### src/rtl/axi4_regbank_pkg.sv
// Shared constants and helpers for the AXI4-Lite register bank.
package axi4_regbank_pkg;

  localparam logic [1:0] RESP_OKAY   = 2'b00;
  localparam logic [1:0] RESP_SLVERR = 2'b10;

  function automatic int unsigned clog2(input int unsigned value);
    int unsigned res;
    res = 0;
    while ((32'd1 << res) < value) res = res + 1;
    return res;
  endfunction

endpackage

### src/rtl/axi4_regbank_if.sv
// AXI4-Lite bus bundle between an interconnect master and the register bank.
interface axi4_regbank_if #(
  parameter int unsigned ADDR_W = 4,
  parameter int unsigned DATA_W = 32
);
  logic                  awvalid;
  logic                  awready;
  logic [ADDR_W-1:0]     awaddr;
  logic [2:0]            awprot;
  logic                  wvalid;
  logic                  wready;
  logic [DATA_W-1:0]     wdata;
  logic [DATA_W/8-1:0]   wstrb;
  logic                  bvalid;
  logic                  bready;
  logic [1:0]            bresp;
  logic                  arvalid;
  logic                  arready;
  logic [ADDR_W-1:0]     araddr;
  logic [2:0]            arprot;
  logic                  rvalid;
  logic                  rready;
  logic [DATA_W-1:0]     rdata;
  logic [1:0]            rresp;

  modport master (
    output awvalid, awaddr, awprot, wvalid, wdata, wstrb, bready,
    output arvalid, araddr, arprot, rready,
    input  awready, wready, bvalid, bresp, arready, rvalid, rdata, rresp
  );

  modport slave (
    input  awvalid, awaddr, awprot, wvalid, wdata, wstrb, bready,
    input  arvalid, araddr, arprot, rready,
    output awready, wready, bvalid, bresp, arready, rvalid, rdata, rresp
  );
endinterface

### src/rtl/axi4l_slave_if.sv
// AXI4-Lite handshake front end: holds AW/W/AR until the transaction is answered and
// turns them into single-cycle write/read requests for the register core.
module axi4l_slave_if import axi4_regbank_pkg::*; #(
  parameter int unsigned DATA_W = 32,
  parameter int unsigned IDX_W  = 2,
  parameter int unsigned BYTE_W = 2
) (
  input  logic                aclk,
  input  logic                areset,
  axi4_regbank_if.slave       bus,
  output logic                wr_req_o,
  output logic [IDX_W-1:0]    wr_idx_o,
  output logic [DATA_W-1:0]   wr_data_o,
  output logic [DATA_W/8-1:0] wr_strb_o,
  input  logic                wr_ack_i,
  input  logic                wr_err_i,
  output logic                rd_req_o,
  output logic [IDX_W-1:0]    rd_idx_o,
  input  logic                rd_ack_i,
  input  logic                rd_err_i,
  input  logic [DATA_W-1:0]   rd_data_i
);
  localparam int unsigned ADDR_W = IDX_W + BYTE_W;

  logic                rst_done_q, rst_done_d;
  logic                aw_held_q, aw_held_d, w_held_q, w_held_d, wr_issued_q, wr_issued_d;
  logic [IDX_W-1:0]    aw_idx_q, aw_idx_d;
  logic [DATA_W-1:0]   w_data_q, w_data_d;
  logic [DATA_W/8-1:0] w_strb_q, w_strb_d;
  logic                bvalid_q, bvalid_d;
  logic [1:0]          bresp_q, bresp_d;
  logic                ar_held_q, ar_held_d, rd_issued_q, rd_issued_d;
  logic [IDX_W-1:0]    ar_idx_q, ar_idx_d;
  logic                rvalid_q, rvalid_d;
  logic [1:0]          rresp_q, rresp_d;
  logic [DATA_W-1:0]   rdata_q, rdata_d;
  logic                aw_hs, w_hs, b_hs, ar_hs, r_hs;
  logic                unused_bits;

  assign unused_bits = ^{bus.awprot, bus.arprot, bus.awaddr[BYTE_W-1:0], bus.araddr[BYTE_W-1:0]};

  // Ready stays low while reset is applied and until the first edge after release.
  assign bus.awready = rst_done_q & ~aw_held_q;
  assign bus.wready  = rst_done_q & ~w_held_q;
  assign bus.arready = rst_done_q & ~ar_held_q;
  assign bus.bvalid  = bvalid_q;
  assign bus.bresp   = bresp_q;
  assign bus.rvalid  = rvalid_q;
  assign bus.rresp   = rresp_q;
  assign bus.rdata   = rdata_q;

  assign wr_req_o  = aw_held_q & w_held_q & ~wr_issued_q;
  assign wr_idx_o  = aw_idx_q;
  assign wr_data_o = w_data_q;
  assign wr_strb_o = w_strb_q;
  assign rd_req_o  = ar_held_q & ~rd_issued_q;
  assign rd_idx_o  = ar_idx_q;

  always_comb begin
    rst_done_d  = 1'b1;
    aw_held_d   = aw_held_q;
    aw_idx_d    = aw_idx_q;
    w_held_d    = w_held_q;
    w_data_d    = w_data_q;
    w_strb_d    = w_strb_q;
    wr_issued_d = wr_issued_q;
    bvalid_d    = bvalid_q;
    bresp_d     = bresp_q;
    ar_held_d   = ar_held_q;
    ar_idx_d    = ar_idx_q;
    rd_issued_d = rd_issued_q;
    rvalid_d    = rvalid_q;
    rresp_d     = rresp_q;
    rdata_d     = rdata_q;

    aw_hs = bus.awvalid & bus.awready;
    w_hs  = bus.wvalid & bus.wready;
    b_hs  = bvalid_q & bus.bready;
    ar_hs = bus.arvalid & bus.arready;
    r_hs  = rvalid_q & bus.rready;

    if (aw_hs) begin
      aw_held_d = 1'b1;
      aw_idx_d  = bus.awaddr[ADDR_W-1:BYTE_W];
    end
    if (w_hs) begin
      w_held_d = 1'b1;
      w_data_d = bus.wdata;
      w_strb_d = bus.wstrb;
    end
    if (wr_req_o) wr_issued_d = 1'b1;
    if (wr_ack_i) begin
      bvalid_d = 1'b1;
      bresp_d  = wr_err_i ? RESP_SLVERR : RESP_OKAY;
    end
    if (b_hs) begin
      bvalid_d    = 1'b0;
      aw_held_d   = 1'b0;
      w_held_d    = 1'b0;
      wr_issued_d = 1'b0;
    end

    if (ar_hs) begin
      ar_held_d = 1'b1;
      ar_idx_d  = bus.araddr[ADDR_W-1:BYTE_W];
    end
    if (rd_req_o) rd_issued_d = 1'b1;
    if (rd_ack_i) begin
      rvalid_d = 1'b1;
      rresp_d  = rd_err_i ? RESP_SLVERR : RESP_OKAY;
      rdata_d  = rd_data_i;
    end
    if (r_hs) begin
      rvalid_d    = 1'b0;
      ar_held_d   = 1'b0;
      rd_issued_d = 1'b0;
    end
  end

  always_ff @(posedge aclk or posedge areset) begin
    if (areset) begin
      rst_done_q  <= 1'b0;
      aw_held_q   <= 1'b0;
      aw_idx_q    <= '0;
      w_held_q    <= 1'b0;
      w_data_q    <= '0;
      w_strb_q    <= '0;
      wr_issued_q <= 1'b0;
      bvalid_q    <= 1'b0;
      bresp_q     <= RESP_OKAY;
      ar_held_q   <= 1'b0;
      ar_idx_q    <= '0;
      rd_issued_q <= 1'b0;
      rvalid_q    <= 1'b0;
      rresp_q     <= RESP_OKAY;
      rdata_q     <= '0;
    end else begin
      rst_done_q  <= rst_done_d;
      aw_held_q   <= aw_held_d;
      aw_idx_q    <= aw_idx_d;
      w_held_q    <= w_held_d;
      w_data_q    <= w_data_d;
      w_strb_q    <= w_strb_d;
      wr_issued_q <= wr_issued_d;
      bvalid_q    <= bvalid_d;
      bresp_q     <= bresp_d;
      ar_held_q   <= ar_held_d;
      ar_idx_q    <= ar_idx_d;
      rd_issued_q <= rd_issued_d;
      rvalid_q    <= rvalid_d;
      rresp_q     <= rresp_d;
      rdata_q     <= rdata_d;
    end
  end

endmodule

### src/rtl/axi4_regbank.sv
// Parametrised AXI4-Lite control register bank with byte strobes, SLVERR on unmapped
// addresses and per-register write pulses.
module axi4_regbank import axi4_regbank_pkg::*; #(
  parameter int unsigned       DATA_W      = 32,
  parameter int unsigned       NREGS       = 4,
  parameter logic [DATA_W-1:0] RESET_VALUE = '0
) (
  input  logic                    aclk,
  input  logic                    areset,
  axi4_regbank_if.slave           bus,
  output logic [NREGS*DATA_W-1:0] regs_o,
  output logic [NREGS-1:0]        wr_pulse_o
);
  localparam int unsigned STRB_W = DATA_W / 8;
  localparam int unsigned BYTE_W = clog2(STRB_W);
  localparam int unsigned IDX_W  = (NREGS > 1) ? clog2(NREGS) : 1;

  logic                    wr_req, wr_ack_q, wr_ack_d, wr_err_q, wr_err_d, wr_hit;
  logic [IDX_W-1:0]        wr_idx;
  logic [DATA_W-1:0]       wr_data;
  logic [STRB_W-1:0]       wr_strb;
  logic                    rd_req, rd_ack_q, rd_ack_d, rd_err_q, rd_err_d;
  logic [IDX_W-1:0]        rd_idx;
  logic [DATA_W-1:0]       rd_data_q, rd_data_d;

  logic                    stg_valid_q, stg_valid_d, stg_err_q, stg_err_d;
  logic [IDX_W-1:0]        stg_idx_q, stg_idx_d;
  logic [DATA_W-1:0]       stg_data_q, stg_data_d;
  logic [STRB_W-1:0]       stg_strb_q, stg_strb_d;

  logic [NREGS*DATA_W-1:0] regs_q, regs_d;
  logic [NREGS-1:0]        pulse_q, pulse_d;

  assign regs_o     = regs_q;
  assign wr_pulse_o = pulse_q;

  axi4l_slave_if #(
    .DATA_W (DATA_W),
    .IDX_W  (IDX_W),
    .BYTE_W (BYTE_W)
  ) u_slave (
    .aclk      (aclk),
    .areset    (areset),
    .bus       (bus),
    .wr_req_o  (wr_req),
    .wr_idx_o  (wr_idx),
    .wr_data_o (wr_data),
    .wr_strb_o (wr_strb),
    .wr_ack_i  (wr_ack_q),
    .wr_err_i  (wr_err_q),
    .rd_req_o  (rd_req),
    .rd_idx_o  (rd_idx),
    .rd_ack_i  (rd_ack_q),
    .rd_err_i  (rd_err_q),
    .rd_data_i (rd_data_q)
  );

  always_comb begin
    wr_hit = 1'b0;
    for (int unsigned i = 0; i < NREGS; i++) begin
      if (wr_idx == IDX_W'(i)) wr_hit = 1'b1;
    end

    // Stage the write one cycle so commit lands two edges after the AW/W pair completes.
    stg_valid_d = wr_req;
    stg_idx_d   = stg_idx_q;
    stg_data_d  = stg_data_q;
    stg_strb_d  = stg_strb_q;
    stg_err_d   = stg_err_q;
    if (wr_req) begin
      stg_idx_d  = wr_idx;
      stg_data_d = wr_data;
      stg_strb_d = wr_strb;
      stg_err_d  = ~wr_hit;
    end

    regs_d   = regs_q;
    pulse_d  = '0;
    wr_ack_d = stg_valid_q;
    wr_err_d = stg_err_q;
    for (int unsigned i = 0; i < NREGS; i++) begin
      if (stg_valid_q && !stg_err_q && stg_idx_q == IDX_W'(i)) begin
        pulse_d[i] = 1'b1;
        for (int unsigned k = 0; k < STRB_W; k++) begin
          if (stg_strb_q[k]) regs_d[i*DATA_W + k*8 +: 8] = stg_data_q[k*8 +: 8];
        end
      end
    end

    // Sampling before the commit edge means a same-edge write is not yet visible.
    rd_ack_d  = rd_req;
    rd_err_d  = rd_err_q;
    rd_data_d = rd_data_q;
    if (rd_req) begin
      rd_err_d  = 1'b1;
      rd_data_d = '0;
      for (int unsigned i = 0; i < NREGS; i++) begin
        if (rd_idx == IDX_W'(i)) begin
          rd_err_d  = 1'b0;
          rd_data_d = regs_q[i*DATA_W +: DATA_W];
        end
      end
    end
  end

  always_ff @(posedge aclk or posedge areset) begin
    if (areset) begin
      stg_valid_q <= 1'b0;
      stg_idx_q   <= '0;
      stg_data_q  <= '0;
      stg_strb_q  <= '0;
      stg_err_q   <= 1'b0;
      regs_q      <= {NREGS{RESET_VALUE}};
      pulse_q     <= '0;
      wr_ack_q    <= 1'b0;
      wr_err_q    <= 1'b0;
      rd_ack_q    <= 1'b0;
      rd_err_q    <= 1'b0;
      rd_data_q   <= '0;
    end else begin
      stg_valid_q <= stg_valid_d;
      stg_idx_q   <= stg_idx_d;
      stg_data_q  <= stg_data_d;
      stg_strb_q  <= stg_strb_d;
      stg_err_q   <= stg_err_d;
      regs_q      <= regs_d;
      pulse_q     <= pulse_d;
      wr_ack_q    <= wr_ack_d;
      wr_err_q    <= wr_err_d;
      rd_ack_q    <= rd_ack_d;
      rd_err_q    <= rd_err_d;
      rd_data_q   <= rd_data_d;
    end
  end

endmodule

### src/flat_wrapper.sv
// flat-port wrapper written by rule: the top's interface ports become plain ports
module axi4_regbank_flat import axi4_regbank_pkg::*;
#(
  parameter int unsigned       DATA_W      = 32,
  parameter int unsigned       NREGS       = 4,
  parameter logic [DATA_W-1:0] RESET_VALUE = '0
)
  (aclk, areset, regs_o, wr_pulse_o, bus_awvalid, bus_awaddr, bus_awprot, bus_wvalid, bus_wdata, bus_wstrb, bus_bready, bus_arvalid, bus_araddr, bus_arprot, bus_rready, bus_awready, bus_wready, bus_bvalid, bus_bresp, bus_arready, bus_rvalid, bus_rdata, bus_rresp);
  axi4_regbank_if #(.ADDR_W((4)), .DATA_W(DATA_W)) bus_i ();
  input  logic aclk;
  input  logic areset;
  output logic [NREGS*DATA_W-1:0] regs_o;
  output logic [NREGS-1:0] wr_pulse_o;
  input wire logic [$bits(bus_i.awvalid)-1:0] bus_awvalid;
  input wire logic [$bits(bus_i.awaddr)-1:0] bus_awaddr;
  input wire logic [$bits(bus_i.awprot)-1:0] bus_awprot;
  input wire logic [$bits(bus_i.wvalid)-1:0] bus_wvalid;
  input wire logic [$bits(bus_i.wdata)-1:0] bus_wdata;
  input wire logic [$bits(bus_i.wstrb)-1:0] bus_wstrb;
  input wire logic [$bits(bus_i.bready)-1:0] bus_bready;
  input wire logic [$bits(bus_i.arvalid)-1:0] bus_arvalid;
  input wire logic [$bits(bus_i.araddr)-1:0] bus_araddr;
  input wire logic [$bits(bus_i.arprot)-1:0] bus_arprot;
  input wire logic [$bits(bus_i.rready)-1:0] bus_rready;
  output wire logic [$bits(bus_i.awready)-1:0] bus_awready;
  output wire logic [$bits(bus_i.wready)-1:0] bus_wready;
  output wire logic [$bits(bus_i.bvalid)-1:0] bus_bvalid;
  output wire logic [$bits(bus_i.bresp)-1:0] bus_bresp;
  output wire logic [$bits(bus_i.arready)-1:0] bus_arready;
  output wire logic [$bits(bus_i.rvalid)-1:0] bus_rvalid;
  output wire logic [$bits(bus_i.rdata)-1:0] bus_rdata;
  output wire logic [$bits(bus_i.rresp)-1:0] bus_rresp;
  assign bus_i.awvalid = bus_awvalid;
  assign bus_i.awaddr = bus_awaddr;
  assign bus_i.awprot = bus_awprot;
  assign bus_i.wvalid = bus_wvalid;
  assign bus_i.wdata = bus_wdata;
  assign bus_i.wstrb = bus_wstrb;
  assign bus_i.bready = bus_bready;
  assign bus_i.arvalid = bus_arvalid;
  assign bus_i.araddr = bus_araddr;
  assign bus_i.arprot = bus_arprot;
  assign bus_i.rready = bus_rready;
  assign bus_awready = bus_i.awready;
  assign bus_wready = bus_i.wready;
  assign bus_bvalid = bus_i.bvalid;
  assign bus_bresp = bus_i.bresp;
  assign bus_arready = bus_i.arready;
  assign bus_rvalid = bus_i.rvalid;
  assign bus_rdata = bus_i.rdata;
  assign bus_rresp = bus_i.rresp;
  axi4_regbank #(.DATA_W(DATA_W), .NREGS(NREGS), .RESET_VALUE(RESET_VALUE)) u_core (.aclk(aclk), .areset(areset), .bus(bus_i), .regs_o(regs_o), .wr_pulse_o(wr_pulse_o));
endmodule
### config.mk
export PLATFORM = sky130hd
export DESIGN_NAME = axi4_regbank_flat
export DESIGN_NICKNAME = d
export VERILOG_FILES = /design/src/rtl/axi4_regbank_pkg.sv /design/src/rtl/axi4_regbank_if.sv /design/src/rtl/axi4l_slave_if.sv /design/src/rtl/axi4_regbank.sv /design/src/flat_wrapper.sv
export SDC_FILE = /design/constraint.sdc
export NUM_CORES = 1
export LEC_CHECK = 0
export CORE_MARGIN = 2
export CORE_UTILIZATION = 47
export CTS_CLUSTER_SIZE = 40
export DETAILED_ROUTE_END_ITERATION = 8
export PLACE_DENSITY_LB_ADDON = 0.2
export SYNTH_ARGS = -nofsm -noshare
export SYNTH_HDL_FRONTEND = slang
export SYNTH_SLANG_ARGS = --single-unit
### constraint.sdc
create_clock -name aclk -period 10.35 [get_ports aclk]
set_clock_uncertainty 0.05 [all_clocks]
set_input_delay 2.07 -clock aclk [delete_from_list [all_inputs] [get_ports aclk]]
set_output_delay 2.07 -clock aclk [all_outputs]
set_load 0.03 [all_outputs]
* Yosys cells after proc, flatten, opt, wreduce, memory -nomap -nowiden
Cells that the tools add are included.
Operators by class: eq/ne operators 9, mux-type cells 32, bitwise gates (word level) 17, reduce and logical (&&, ||, !) cells 32
Operator list (count):
- 2-to-1 mux 32 bit | 4
- AND reduction 2 bit | 16
- 2-to-1 mux 1 bit | 26
- nonzero test 2 bit | 7
- equality test 2 bit, second input constant | 6
- AND 1 bit | 11
- equality test 2 x 1 -> 1 bit, second input constant | 3
- zero test 2 bit | 3
- NOT 1 bit | 6
- logical AND 1 bit | 5
- 2-to-1 mux 2 bit | 2
- zero test 1 bit | 1
Storage, ports and cells: register bits after elaboration 292, output and inout port bits 173, logic and storage cells 132

* Longest topological paths before layout
depth after elaboration 6, depth in mapped cells 6, gate-level depth less buffers 4

* Cells and area by module
Synthesis repeated with hierarchy kept, for this count alone.
Unflattened totals: cell total of the unflattened synthesis 754, area, all modules 11902.7 µm²
Modules (own cells, without submodules):
- axi4_regbank | instances 1, cells each 561, area each 8637.0 µm², sequential area each 5205.0 µm²
- axi4l_slave_if | instances 1, cells each 193, area each 3265.6 µm², sequential area each 2052.0 µm²

* Least setup slack after synthesis
Ideal clock, no wire load.
kind reg2out, start point register u_core.u_slave.rst_done_q, end point output port bus_arready, data arrival time 889 ps, required time 8230 ps, path slack 7341 ps, cell stages (with the launch flop) 2, buffers on the path 0, cells stage by stage dfrtp_1 nor2b_1
On the way: longest elaborated chain between the ends 1
RTL lines:
- start, declared | line axi4l_slave_if.sv:25 | logic rst_done_q, rst_done_d;
- start signal, assigned | line axi4l_slave_if.sv:138 | rst_done_q <= rst_done_d;
- AND 1 bit | line axi4l_slave_if.sv:45 | assign bus.arready = rst_done_q & ~ar_held_q;
- end, declared | line flat_wrapper.sv:29 | output wire logic [$bits(bus_i.arready)-1:0] bus_arready;
Every way passes these cells.

* Worst setup path after layout
Ends and elaborated chain as after synthesis.

==> summary.md <==
| Metric | Value |
|---|---|
| Setup Fix Bufs, Post-CTS | `0` |
| Max-slew violation count | `0` |
| Avg WL per Cell | `20.64 microns` |
| DRT iter0 DRCs | `306` |
| DRT Pass-1 Iters | `4` |
| Status | `finished, final reports clean` |
| Initial Util | `47.59%` |
| Largest net degree at the start of global routing | `141` |
| Final Cycle Share | `38.64%` |
| Met1 wire length | `11.52 mm` |
| FP Rows | `57` |
| Ys flop type | `dfrtp_1` |
| Post-synthesis compound-gate area fraction | `2.871%` |
| Hold Crit Depth | `0` |
| Cell count after synthesis | `746` |
| Mapped Area | `0.01150 sq mm` |
| Post-synth EDFFs | `0` |
| Total CTS buffers | `30` |
| Slew HR | `31.22%` |
| CP Depth | `2` |
| Hold WS | `381.7 ps` |
| DIE AREA | `0.02575 sq mm` |
| RSZ-0062 raised after global routing | `false` |
| Startpoint Class | `flip-flop` |
| Unique masters post-synth | `23` |
| Commonest non-fill, non-tap cells in the layout | `dfrtp_1, mux2_2, clkdlybuf4s50_1` |
| Slowest-stage cell, CP | `clkdlybuf4s50_1` |
| Number of port buffers | `217` |
| Asr flop ratio synth | `100.0%` |
| Met2 wire length | `13.37 mm` |
| Io pins | `230` |
| Worst Path Max Fanout | `8` |
| Syn avg cell area | `15.42 sq um` |
| Total GRT Usage | `21.31%` |
| CTS tree | `built` |
| Max incr delay on CP | `680 ps` |
| Total clock sinks | `290` |
| Synth area leader | `dfrtp_1` |
| Data arrival time of the worst path | `1880 ps` |
| Layout net count | `1022` |
| Post-synthesis xor/xnor area fraction | `0%` |
| Wire length of the first global-routing pass | `42.84 mm` |
| Via count | `6998` |
| Critical-path cell list | `nor2b_1 -> clkdlybuf4s50_1` |
| YS warnings | `0` |
| HPWL after detailed placement | `16.79 mm` |
| Max Freq | `250.1 MHz` |
| FF+latch count, synth | `290` |
| Cell Pwr Density | `285.0 mW/mm^2` |
| R2R setup slack | `7420 ps` |
| Final min period | `3999 ps` |
| Post-Synth Simple-Gate Area | `3.187%` |
| Initial antenna violation count | `0` |
| Clock-pin slew on the worst setup and hold paths | `60 ps` |
| Max VDD drop | `0.1461 mV` |
| Buf/Inv on CP | `1` |
| Yosys top cell area share | `63.08%` |
| Clk Latency, worst-skew pair | `540 ps` |
| Setup-failing EPs final | `0` |
| Bufs on Longest Clock Path | `3` |
| Leak pwr | `6.942 nW` |
| CP Capture Type | `primary output` |
| Max Cap Viol | `0` |
| Uppermost routed layer | `met4` |
| Synth-to-layout area growth | `30.31%` |
| Layout cell share with drive strength beyond 1 | `32.15%` |
| Largest cells by area after synthesis | `dfrtp_1, mux2_2, mux2i_1` |
| Hold buffer count at cts | `0` |
| Vias in the first global route | `7438` |
| Min-Delay Path Class | `flip-flop to flip-flop` |
| Main combinational cell family by area after synthesis | `multiplexers` |
| Critical path type | `flip-flop to primary output` |
| CORE AREA | `0.02418 sq mm` |
| Sum Neg Setup Slack | `0 ps` |
| Die height | `160.5 microns` |
| Detail Route Antenna Nets | `0` |
| Met3 wire length | `1.635 mm` |
| Cts repair resizes | `0` |
| Drc violations | `0` |
| H-Tree Depth | `1` |
| Final hold violation count | `0` |
| Routability Congestion | `0.7240` |
| Die X-Extent | `160.5 microns` |
| Final wirelength | `27.04 mm` |
| Post-synthesis mux area share | `29.15%` |
| Leading cell type in the layout, fill and taps excluded | `dfrtp_1` |
| Worst path required time | `8230 ps` |
| Inserted Diodes | `0` |
| CTS root buf | `clkbuf_16` |
| Worst Reg-to-Reg Cells | `5` |
| Total global routing overflow | `0` |
| DR vias/cell | `5.342` |
| Adder and majority cell fraction of the synthesized area | `0%` |
| Critical path's top delay family | `buffers and inverters` |
| Worst slew pin tran | `1032 ps` |
| Sequential area share after synthesis | `63.08%` |
[power by group]
part           internal [mW]  leakage [nW]  total [mW]  switching, mW
clock                  0.680         0.501        1.10          0.421
combinational          0.667          2.60        1.35          0.682
sequential              1.49          3.84        1.82          0.334
total                   2.84          6.94        4.27           1.44
[state kept, by name (all words and copies together), names as in the netlist, 2 cells and up]
signal,flops
u_core.stg_strb_q,4
u_core.stg_idx_q,2
u_core.u_slave.wr_data_o,32
u_core.wr_pulse_o,4
u_core.u_slave.rd_idx_o,2
u_core.u_slave.wr_strb_o,4
u_core.rd_data_q,32
u_core.u_slave.wr_idx_o,2
u_core.regs_o,128
u_core.stg_data_q,32
u_core.u_slave.bus.rdata,32
[cells by family (layout without fill, tap and decap cells)]
logic type	Yosys count	after routing
other	2	3
and+or+nand+nor	66	66
buffers and inverters	41	280
DFF	290	290
AOI/OAI and AO/OA	42	42
muxes	305	305
[layout make-up]
class,count,area [sq um]
Multi-Input combinational cell,416,4066
Clock buffer,45,878.3
Timing Repair Buffer,223,2217
Tap cell,324,405.4
Inverter,4,22.52
Fill cell,1816,9185
Clock inverter,8,140.1
Sequential cell,290,7262
[metrics by stage]
stage / cells / setup slack [ps] / power, mW / util (%) / area (sq um)
2_1_floorplan: 747 / 224.3 / 2.638 / - / 11510
3_3_place_gp: 1257 / 5828 / 3.171 / 57.80 / 13970
3_5_place_dp: 1257 / 5831 / 3.200 / 57.80 / 13970
4_1_cts: 1310 / 6329 / 4.316 / 62.01 / 14990
5_1_grt: 1310 / 6151 / 4.482 / 62.01 / 14990
6_report: 1310 / 6351 / 4.272 / 62.01 / 14990
[cells in the mapped netlist (all sizes together), types with 3 or more instances]
library cell	count
buf	28
mux2i	65
nand3b	3
nand2	50
clkbuf	9
a21oi	10
dfrtp	290
o221ai	32
mux2	240
inv	4
[final timing paths]
kind | from | to
worst min register to register | u_core.stg_valid_q | u_core.wr_ack_q
max in group asynchronous | areset | u_core.rd_ack_q
worst max-delay path | u_core.u_slave.rst_done_q | bus_arready
worst max register to register | u_core.u_slave.ar_held_q | u_core.rd_data_q[24]
worst min-delay path | u_core.stg_valid_q | u_core.wr_ack_q
min in group asynchronous | areset | u_core.u_slave.wr_data_o[26]
[per-layer routing]
metal	vias to the layer above	global-route usage [%]
met3	37	4.959
met1	3647	27.80
li1	3128	-
met2	186	36.66
met4	0	4.464
met5	-	0
(Power assumes the default switching activity.)
